[src/rtl/irq_controller.sv]
// Platform interrupt controller: synchronizes, latches, masks and
// prioritizes external sources, with a claim/complete service handshake.
module irq_controller #(
    parameter int NUM_SRC = 8
) (
    input  logic               clk,
    input  logic               reset,
    input  logic [NUM_SRC-1:0] irq_src,
    input  logic               wr_en,
    input  logic               rd_en,
    input  logic [1:0]         addr,
    input  logic [31:0]        wdata,
    output logic [31:0]        rdata,
    output logic               rvalid,
    output logic               interrupt,
    output logic               busy
);

    logic [NUM_SRC-1:0] s0, s1, s2;
    logic [NUM_SRC-1:0] pending, enable, mode;
    logic [4:0]         claim_id;

    logic [NUM_SRC-1:0] cand, edge_ev, claim_clr, w1c, pend_nxt;
    logic [4:0]         winner;
    logic               sel_pend, sel_en, sel_mode, sel_claim;
    logic               claim_ok, complete_ok;
    logic [31:0]        rd_val;

    assign sel_pend  = (addr == 2'd0);
    assign sel_en    = (addr == 2'd1);
    assign sel_mode  = (addr == 2'd2);
    assign sel_claim = (addr == 2'd3);

    assign cand    = pending & enable;
    assign edge_ev = s1 & ~s2;

    // Downward scan so the lowest set index is the last one written.
    always_comb begin
        winner = '0;
        for (int i = NUM_SRC - 1; i >= 0; i--) begin
            if (cand[i]) winner = 5'(i);
        end
    end

    assign claim_ok    = rd_en && sel_claim && (|cand) && !busy;
    assign complete_ok = wr_en && sel_claim && busy
                         && (wdata == {27'b0, claim_id});

    always_comb begin
        claim_clr = '0;
        for (int i = 0; i < NUM_SRC; i++) begin
            claim_clr[i] = claim_ok && (winner == 5'(i));
        end
    end

    assign w1c = (wr_en && sel_pend) ? wdata[NUM_SRC-1:0] : '0;

    // Edge bits: a new edge outranks any clear; level bits track s1.
    assign pend_nxt = (mode & ((pending & ~(claim_clr | w1c)) | edge_ev))
                    | (~mode & s1);

    always_comb begin
        rd_val = '0;
        unique case (1'b1)
            sel_pend:  rd_val[NUM_SRC-1:0] = pending;
            sel_en:    rd_val[NUM_SRC-1:0] = enable;
            sel_mode:  rd_val[NUM_SRC-1:0] = mode;
            sel_claim: rd_val = claim_ok ? (32'(winner) + 32'd1) : '0;
        endcase
    end

    always_ff @(posedge clk or negedge reset) begin
        if (!reset) begin
            s0        <= '0;
            s1        <= '0;
            s2        <= '0;
            pending   <= '0;
            enable    <= '0;
            mode      <= '0;
            busy      <= 1'b0;
            claim_id  <= '0;
            rdata     <= '0;
            rvalid    <= 1'b0;
            interrupt <= 1'b0;
        end else begin
            s0        <= irq_src;
            s1        <= s0;
            s2        <= s1;
            pending   <= pend_nxt;
            interrupt <= (|cand) & ~busy;
            rvalid    <= rd_en;
            if (rd_en) rdata <= rd_val;
            if (complete_ok) begin
                busy     <= 1'b0;
                claim_id <= '0;
            end else if (claim_ok) begin
                busy     <= 1'b1;
                claim_id <= winner + 5'd1;
            end
            if (wr_en && sel_en)   enable <= wdata[NUM_SRC-1:0];
            if (wr_en && sel_mode) mode   <= wdata[NUM_SRC-1:0];
        end
    end

endmodule

[config.mk]
export PLATFORM = sky130hd
export DESIGN_NAME = irq_controller
export DESIGN_NICKNAME = d
export VERILOG_FILES = /design/src/rtl/irq_controller.sv
export SDC_FILE = /design/constraint.sdc
export NUM_CORES = 1
export LEC_CHECK = 0
export BUFFER_PORTS_ARGS = -buffer_cell sky130_fd_sc_hd__buf_2
export CAP_MARGIN = 15
export CORE_UTILIZATION = 56
export DETAILED_ROUTE_END_ITERATION = 7
export PLACE_DENSITY_LB_ADDON = 0.25
export SETUP_SLACK_MARGIN = 0.02
export SYNTH_ARGS = -nofsm -noshare
export SYNTH_HDL_FRONTEND = slang
export SYNTH_SLANG_ARGS = --single-unit
[constraint.sdc]
create_clock -name clk -period 4.07 [get_ports clk]
set_clock_uncertainty 0.05 [all_clocks]
set_input_delay 0 -clock clk [delete_from_list [all_inputs] [get_ports clk]]
set_output_delay 0 -clock clk [all_outputs]
set_load 0.03 [all_outputs]
# Word level (Yosys, flattened, before mapping)

Cells that the tools add are included.

Register bits after elaboration: 88
Bits in latches: 0
Bits in writable memories: 0
Bits in read-only memories: 0
Bits of input ports: 46
Output and inout port bits: 35
Logic and storage cells: 74
Memories kept: 0

Add/sub/neg operators: 2
Multipliers: 0
Div/mod/pow operators: 0
$lt $le $gt $ge: 0
Equal/unequal tests: 11
Shifts and indexed selects: 0
Mux-type cells: 15
Bitwise gates (word level): 13
Reduce and logical (&&, ||, !) cells: 22

Operators by type and width:

| operator                                                               | number |
|---|---|
| 8-bit bitwise AND                                                      | 5 |
| 32-bit by 5-bit equality test with 1-bit output                        | 1 |
| 8-bit one-hot mux with 4 select lines                                  | 1 |
| 8-bit inverter                                                         | 3 |
| 8-bit OR                                                               | 3 |
| 3-bit two-way mux                                                      | 7 |
| 5-bit by 3-bit equality test with 1-bit output (second input constant) | 4 |
| 1-bit logical AND                                                      | 17 |
| 5-bit two-way mux                                                      | 3 |
| 5-bit by 2-bit equality test with 1-bit output (second input constant) | 2 |
| 8-bit two-way mux                                                      | 1 |
| 8-bit OR reduction                                                     | 1 |
| 5-bit by 1-bit adder with 6-bit output (second input constant)         | 1 |
| 6-bit two-way mux                                                      | 1 |
| 5-bit by 1-bit adder with 5-bit output (second input constant)         | 1 |
| 5-bit by 1-bit equality test with 1-bit output (second input constant) | 1 |
| 5-bit logical NOT                                                      | 1 |
| 2-bit equality test (second input constant)                            | 2 |
| 2-bit by 1-bit equality test with 1-bit output (second input constant) | 1 |
| 2-bit logical NOT                                                      | 1 |
| 1-bit two-way mux                                                      | 2 |
| 2-bit nonzero test                                                     | 1 |
| 1-bit bitwise AND                                                      | 1 |
| 1-bit logical NOT                                                      | 1 |
| 1-bit inverter                                                         | 1 |

# Longest topological paths before layout

Gate-level depths: netlist of run 1.

Word-level depth: 17
Depth in mapped cells: 8
Gate-level depth less buffers: 8

# Worst setup path before layout of run 1

No wires, ideal clock.

Path type: register to register
Start: reg pending[6]
End: reg pending[3]
Setup time: 64 ps
Arrival: 1771 ps
Data required time: 3956 ps
Setup slack: 2185 ps
Cell stages (with the launch flop): 9
Buffers on the path: 0
Period minus slack after synthesis: 1885 ps
Cells stage by stage: dfrtp_1 nand2_1 a32o_1 a21o_1 a21o_1 ha_1 ha_1 a221oi_1 a21o_1

Cells in the longest elaborated chain, start to end: 16
Elaborated cells on any way between the ends: 19
Those cells by class: eq/ne (1); mux (7); bitwise (7); reduce/logical (4)

Ends and longest elaborated chain:

| item                                           | line | RTL |
|---|---|---|
| start: declaration                             | 20   | `logic [NUM_SRC-1:0] pending, enable, mode;` |
| start signal: assignment                       | 89   | `pending <= pend_nxt;` |
| 8-bit bitwise AND *                            | 34   | `assign cand = pending & enable;` |
| 3-bit two-way mux (6 in series)                | 41   | `if (cand[i]) winner = 5'(i);` |
| 5-bit two-way mux                              | 41   |  |
| 5-bit by 2-bit equality test with 1-bit output | 52   | `claim_clr[i] = claim_ok && (winner == 5'(i));` |
| 1-bit logical AND *                            | 52   |  |
| 8-bit OR *                                     | 59   | `assign pend_nxt = (mode & ((pending & ~(claim_clr \| w1c)) \| edge_ev))` |
| 8-bit inverter *                               | 59   |  |
| 8-bit bitwise AND *                            | 59   |  |
| 8-bit OR *                                     | 59   |  |
| 8-bit bitwise AND *                            | 59   |  |
| 8-bit OR *                                     | 60   | `\| (~mode & s1);` |
| named net pend_nxt[3]                          | 23   | `logic [NUM_SRC-1:0] cand, edge_ev, claim_clr, w1c, pend_nxt;` |

Mark *: on every way through the listed nets, which the timed path passes. The rest lies on a longest branch.
A chain may end at the register's enable or synchronous reset.

# Worst setup path in the final report of run 1

Same ends and word-level chain as after synthesis.

==> results of run 1 <==
worst min-delay path by stage:
| stage | from | to | slack, ns | cells after the start |
|---|---|---|---|---|
| after global routing | wdata[20] | busy | 0.09 | 5 |
| after detailed placement | irq_src[4] | s0[4] | 0.06 | 1 |
| after floorplan | reset | busy | -0.35 | 0 |
| final | wdata[20] | busy | 0.03 | 5 |
| after global placement | irq_src[0] | s0[0] | 0.06 | 1 |
| after CTS | wdata[20] | busy | 0.03 | 5 |
synth_stat cells (4+ instances only):
library cell,n
mux2i_1,4
inv_1,7
o21ai_0,12
nor3_1,6
xnor2_1,4
nor4_1,5
buf_4,25
a221oi_1,8
nand2_1,36
nor2_1,14
a21oi_1,14
a21o_1,11
dfrtp_1,63
mux2_2,16
ha_1,6
cells in the final DEF, fill, tap and decap left out, types with 5 or more instances in the layout:
cell type      count
a21o_1            11
a21oi_1           14
a221oi_1           8
buf_2             56
clkbuf_8          11
conb_1            24
dfrtp_1           63
dlygate4sd3_1     18
ha_1               6
inv_1              7
mux2_2            16
nand2_1           36
nor2_1            14
nor3_1             6
nor4_1             5
o21ai_0           12
kinds of logic (layout without fill, tap and decap cells):
family                   after synthesis  count (layout)  synth area share
XOR/XNOR                               4               4            0.0120
other                                  1              24           0.00129
multiplexers                          20              20            0.0757
buffers and inverters                 39              99            0.0843
AND/OR/NAND/NOR                       77              77             0.128
adder cells (fa/ha/maj)                6               6            0.0258
flip-flops                            63              63             0.542
AO/OA/AOI/OAI                         55              55             0.131
worst min-delay path, cell delays in order:
cell and delay (ns):
buf_2 0.08, nor4_1 0.03, nand4_1 0.06, nor3_1 0.10
nor2_1 0.11
metrics by stage:
stage / setup WS (ns) / instances
global placement: 2.11 / 381
floorplan: 2.19 / 288
detailed placement: 2.02 / 381
CTS: 1.97 / 415
finish: 1.95 / 415
global route: 1.86 / 415
layer usage:
metal | up-vias | global-route usage
met2 | 109 | 0.369
met1 | 1047 | 0.319
met3 | 17 | 0.0461
li1 | 1036 | -
met4 | 0 | 0.150
met5 | - | 0
layout make-up:
cell class / count / area (um2) / share of cell area
Clock inverter: 3 / 17.5 / 0.00499
Clock buffer: 13 / 159 / 0.0453
Timing Repair Buffer: 75 / 468 / 0.133
Sequential cell: 63 / 1580 / 0.449
Inverter: 8 / 31.3 / 0.00891
Tap cell: 67 / 83.8 / 0.0239
Multi-Input combinational cell: 186 / 1170 / 0.335
registers in the layout, indices dropped and copies added (netlist names), 4 cells and up:
name / cells
s1: 8
enable: 8
claim_id: 4
s2: 8
s0: 8
pending: 8
rdata: 8
mode: 8
power groups by stage:
stage | Sequential (mW) | Combinational, mW | Clock, mW
floorplan | 0.832 | 0.280 | 0
global placement | 0.805 | 0.408 | 0
detailed placement | 0.811 | 0.414 | 0
CTS | 0.800 | 0.430 | 0.490
global route | 0.813 | 0.477 | 0.506
finish | 0.800 | 0.433 | 0.479
==> results.json, run 1 <==
{
  "cts_buffer_depth": 2,
  "dieArea_um2": 5490,
  "cp-endpoint": "pending[3]",
  "netlist_area_um2": 2910,
  "coreArea_um2": 4850,
  "max_stage_delay_ns": 0.39,
  "ctsHoldBuffers": 18,
  "fmax_ghz": 0.471,
  "start_util": 0.600,
  "whs_ns": 0.0340,
  "period_share": 0.522,
  "period_minus_slack_ns": 2.12,
  "cpLargestDelayFamily": "compound AO/OA/AOI/OAI gates",
  "status": "complete, no violations",
  "r2r-end": "pending[3]",
  "crit_type": "flop to flop",
  "crit_fanout": 4,
  "total_leakage_power_nw": 1.69,
  "p_switching_mw": 0.561,
  "path_clk_slew_ns": 0.07,
  "ys_seq_area_frac": 0.542,
  "synth_top_area_share": 0.542,
  "ios": 81,
  "placed_cell_area_um2": 3150,
  "wl_per_cell_um": 14.6,
  "endpoint_kind": "flop",
  "cts_buffers": 9,
  "maxCapViolations": 0,
  "grt_max_degree": 64,
  "antenna_found_initial": 0,
  "ys_warn_count": 0,
  "cts-htree-levels": 3,
  "die_y_um": 74.1,
  "syn_to_final_growth_pct": 20.6,
  "final_max_slew_viol_count": 0,
  "gp_congestion": 0.926,
  "cts_root_buf": "clkbuf_8",
  "wl_met1_um": 2710,
  "drc": 0,
  "dr.pass1.iters": 4,
  "cts_resized": 0,
  "fin_nets": 395,
  "fin_util": 0.724,
  "peakVddDrop_v": 0.000328,
  "hold_path_class": "input port to flop",
  "cts_tree": "yes",
  "synth_area_leader_cell": "dfrtp_1",
  "synth-edff-count": 0,
  "path_buf_inv": 0,
  "power.internal_mw": 1.15,
  "gr-usage-all-layers": 0.241,
  "io_buffers": 56,
  "fin_setup_tns_ns": 0,
  "drt_wl_total_um": 6070,
  "ys_seq_elements": 63,
  "power_frac_clock": 0.280,
  "synthDistinctLibCells": 38,
  "fillers": 372,
  "netlist_instances": 265,
  "grt_pass1_vias": 2084,
  "wl_met2_um": 2780,
  "p_total_mw": 1.71,
  "switching_share": 0.328,
  "drive_gt1_frac": 0.279,
  "diodes": 0,
  "reg2regPathDepth": 8,
  "arrival_ns": 2.35,
  "crit_required_ns": 4.29,
  "ant_nets": 0,
  "drt_first_iter_violations": 209,
  "pwr-share-seq": 0.467,
  "finalInstanceArea_um2": 3510,
  "startpoint": "pending[6]",
  "critPathSlowestCell": "dfrtp_1",
  "regToRegSetupSlack_ns": 1.95,
  "async_reset_ff_frac": 1.00,
  "slew_headroom": 0.497,
  "pwr-share-comb": 0.253,
  "setup_viol": 0,
  "finalHoldViolations": 0,
  "rows": 25,
  "dp_hpwl_um": 4210,
  "worstSetupStartpointType": "flop",
  "route.met3.wl_um": 403,
  "worstSkewPairLatency_ns": 0.34,
  "avgSynthCellArea_um2": 11.0,
  "reg2reg_from": "pending[6]",
  "path_depth": 8,
  "worst_pin_slew_ns": 0.754,
  "grt.overflow.total": 0,
  "dr_total_vias": 2209,
  "synth_area_leaders": "dfrtp_1 (54%), buf_4 (6.4%), mux2_2 (6.2%)",
  "cts.sinks": 63,
  "rsz0062_at_grt": "false",
  "grt_pass1_wl_um": 9630,
  "crit_top_cell": "a21o_1",
  "die_w_um": 74.1,
  "power_density_nw_per_um2": 488,
  "route.top_layer_used": "met4",
  "post-cts-setup-buffer-count": 0,
  "worstPathCellList": "nand2_1 > a32o_1 > a21o_1 > a21o_1 > ha_1 > ha_1 > a221oi_1 > a21o_1",
  "ys.flop_type": "dfrtp_1",
  "vias_per_cell": 5.32
}
Note: power is estimated with default switching activity, not from simulation.
==> run 2, diff against run 1 <==
CORE_UTILIZATION = 52   (was 56)
clock period = 2.1 ns   (was 4.07 ns; I/O delays follow)
==> results.json, run 2 (synthesis results as in run 1) <==
{
  "wl_per_cell_um": 14.5,
  "drt_wl_total_um": 6100,
  "arrival_ns": 2.20,
  "maxCapViolations": 0,
  "pwr-share-comb": 0.247,
  "fin_nets": 397,
  "rows": 26,
  "total_leakage_power_nw": 1.72,
  "p_total_mw": 3.40,
  "crit_fanout": 4,
  "drc": 0,
  "ios": 81,
  "crit_type": "flop to flop",
  "switching_share": 0.317,
  "die_w_um": 76.8,
  "dp.cells": 386,
  "slew_headroom": 0.538,
  "dr.pass1.iters": 4,
  "endpoint_kind": "flop",
  "pwr-share-seq": 0.456,
  "syn_to_final_growth_pct": 22.7,
  "grt_pass1_vias": 2029,
  "path_clk_slew_ns": 0.07,
  "reg2reg_from": "enable[6]",
  "period_minus_slack_ns": 1.99,
  "grt.overflow.total": 0,
  "seqCellArea_um2": 1580,
  "drive_gt1_frac": 0.291,
  "grt_pass1_wl_um": 9860,
  "fmax_ghz": 0.502,
  "final_common_cell": "dfrtp_1",
  "stdcell_count": 420,
  "cts_root_buf": "clkbuf_8",
  "fin_setup_tns_ns": 0,
  "dieArea_um2": 5900,
  "gp_congestion": 0.853,
  "dp_hpwl_um": 4230,
  "start_util": 0.556,
  "cts-htree-levels": 3,
  "ant_nets": 0,
  "crit_required_ns": 2.30,
  "setup_viol": 0,
  "final_max_slew_viol_count": 0,
  "min_from": "wdata[12]",
  "p_switching_mw": 1.08,
  "multi_input_area_um2": 1190,
  "period_share": 0.949,
  "io_buffers": 56,
  "power_frac_clock": 0.297,
  "dr_total_vias": 2204,
  "cts_buffers": 9,
  "hold_path_class": "input port to flop",
  "drt_first_iter_violations": 137,
  "worstSkewPairLatency_ns": 0.34,
  "fillers": 403,
  "startpoint": "enable[6]",
  "diodes": 0,
  "worstSetupStartpointType": "flop",
  "finalHoldViolations": 0,
  "rsz0062_at_grt": "false",
  "cts_tree": "yes",
  "grt_max_degree": 64,
  "cts.sinks": 63,
  "final_cell_mix": "dfrtp_1 (63), buf_2 (56), nand2_1 (36)",
  "antenna_found_initial": 0,
  "peakVddDrop_v": 0.000581,
  "gr-usage-all-layers": 0.225,
  "worst_pin_slew_ns": 0.690,
  "die_y_um": 76.8,
  "coreArea_um2": 5240,
  "power_density_nw_per_um2": 953,
  "power.internal_mw": 2.32,
  "status": "complete, no violations",
  "post-cts-setup-buffer-count": 0,
  "vias_per_cell": 5.25,
  "cts_buffer_depth": 2
}
run 2: cell types whose count changed in the layout (fill, tap and decap cells not counted):
cell and delta:
ha_1 -1, buf_4 +1, ha_2 +1, clkinv_2 +1, clkinvlp_4 -1, buf_12 +1, a221oi_2 +2, a221oi_1 -2
clkbuf_8 -1, bufinv_16 +1
run 2: worst max-delay path: stages (launching register included):
cell,delay [ns]
dfrtp_1,0.39
nand2_1,0.07
a32o_1,0.25
a21o_1,0.18
a21o_1,0.22
ha_2,0.21
ha_1,0.26
nand2_1,0.07
a31oi_1,0.20
run 2: area by class of cell:
cell class                 count  share of cell area
clock inverter                 4              0.0126
timing repair buffer          77               0.139
clock buffer                  12              0.0406
tap                           70              0.0245
sequential                    63               0.441
inverter                       8             0.00876
multi-input combinational    186               0.333
run 2: timing repair:
item | in CTS | in global routing
hold endpoints to repair | 90 | 0
endpoints found under the setup margin | 0 | 3
hold buffers | 18 | 0
gates resized for setup | 0 | 3
run 2: power groups by stage:
stage	combinational, mW	clock [mW]	sequential (mW)
final	0.839	1.01	1.55
after global routing	0.932	1.08	1.57
after CTS	0.832	1.03	1.55
after detailed placement	0.798	0	1.57
after global placement	0.788	0	1.56
after floorplan	0.542	0	1.61
run 2: path summary, 6_finish.rpt:
| check | to | slack, ns | cells past startpoint |
|---|---|---|---|
| worst max-delay path | rdata[2] | 0.11 | 8 |
| worst min-delay path | busy | 0.12 | 6 |
| worst max register to register | rdata[2] | 0.11 | 8 |
| worst min register to register | s1[2] | 0.30 | 0 |
| max in group asynchronous | s2[3] | 1.57 | 3 |
| min in group asynchronous | s0[2] | 0.15 | 3 |
run 2: metrics by stage:
stage                     hold WS [ns]  area (um2)  setup slack (ns)   util
after global placement         -0.0185        3190             0.144  0.608
after global routing             0.140        3570            0.0354  0.682
after CTS                        0.119        3560            0.0222  0.679
after floorplan                 -0.346        3000             0.215      -
final                            0.120        3570             0.108  0.682
after detailed placement       -0.0165        3190            0.0732  0.608
run 2: routing by layer:
metal  global-route usage  up-vias  share of wire
li1                     -     1045              -
met1                0.297     1044           0.43
met2                0.352      108           0.48
met3               0.0714        7          0.082
met4               0.0750        0         0.0087
met5                    0        -              0
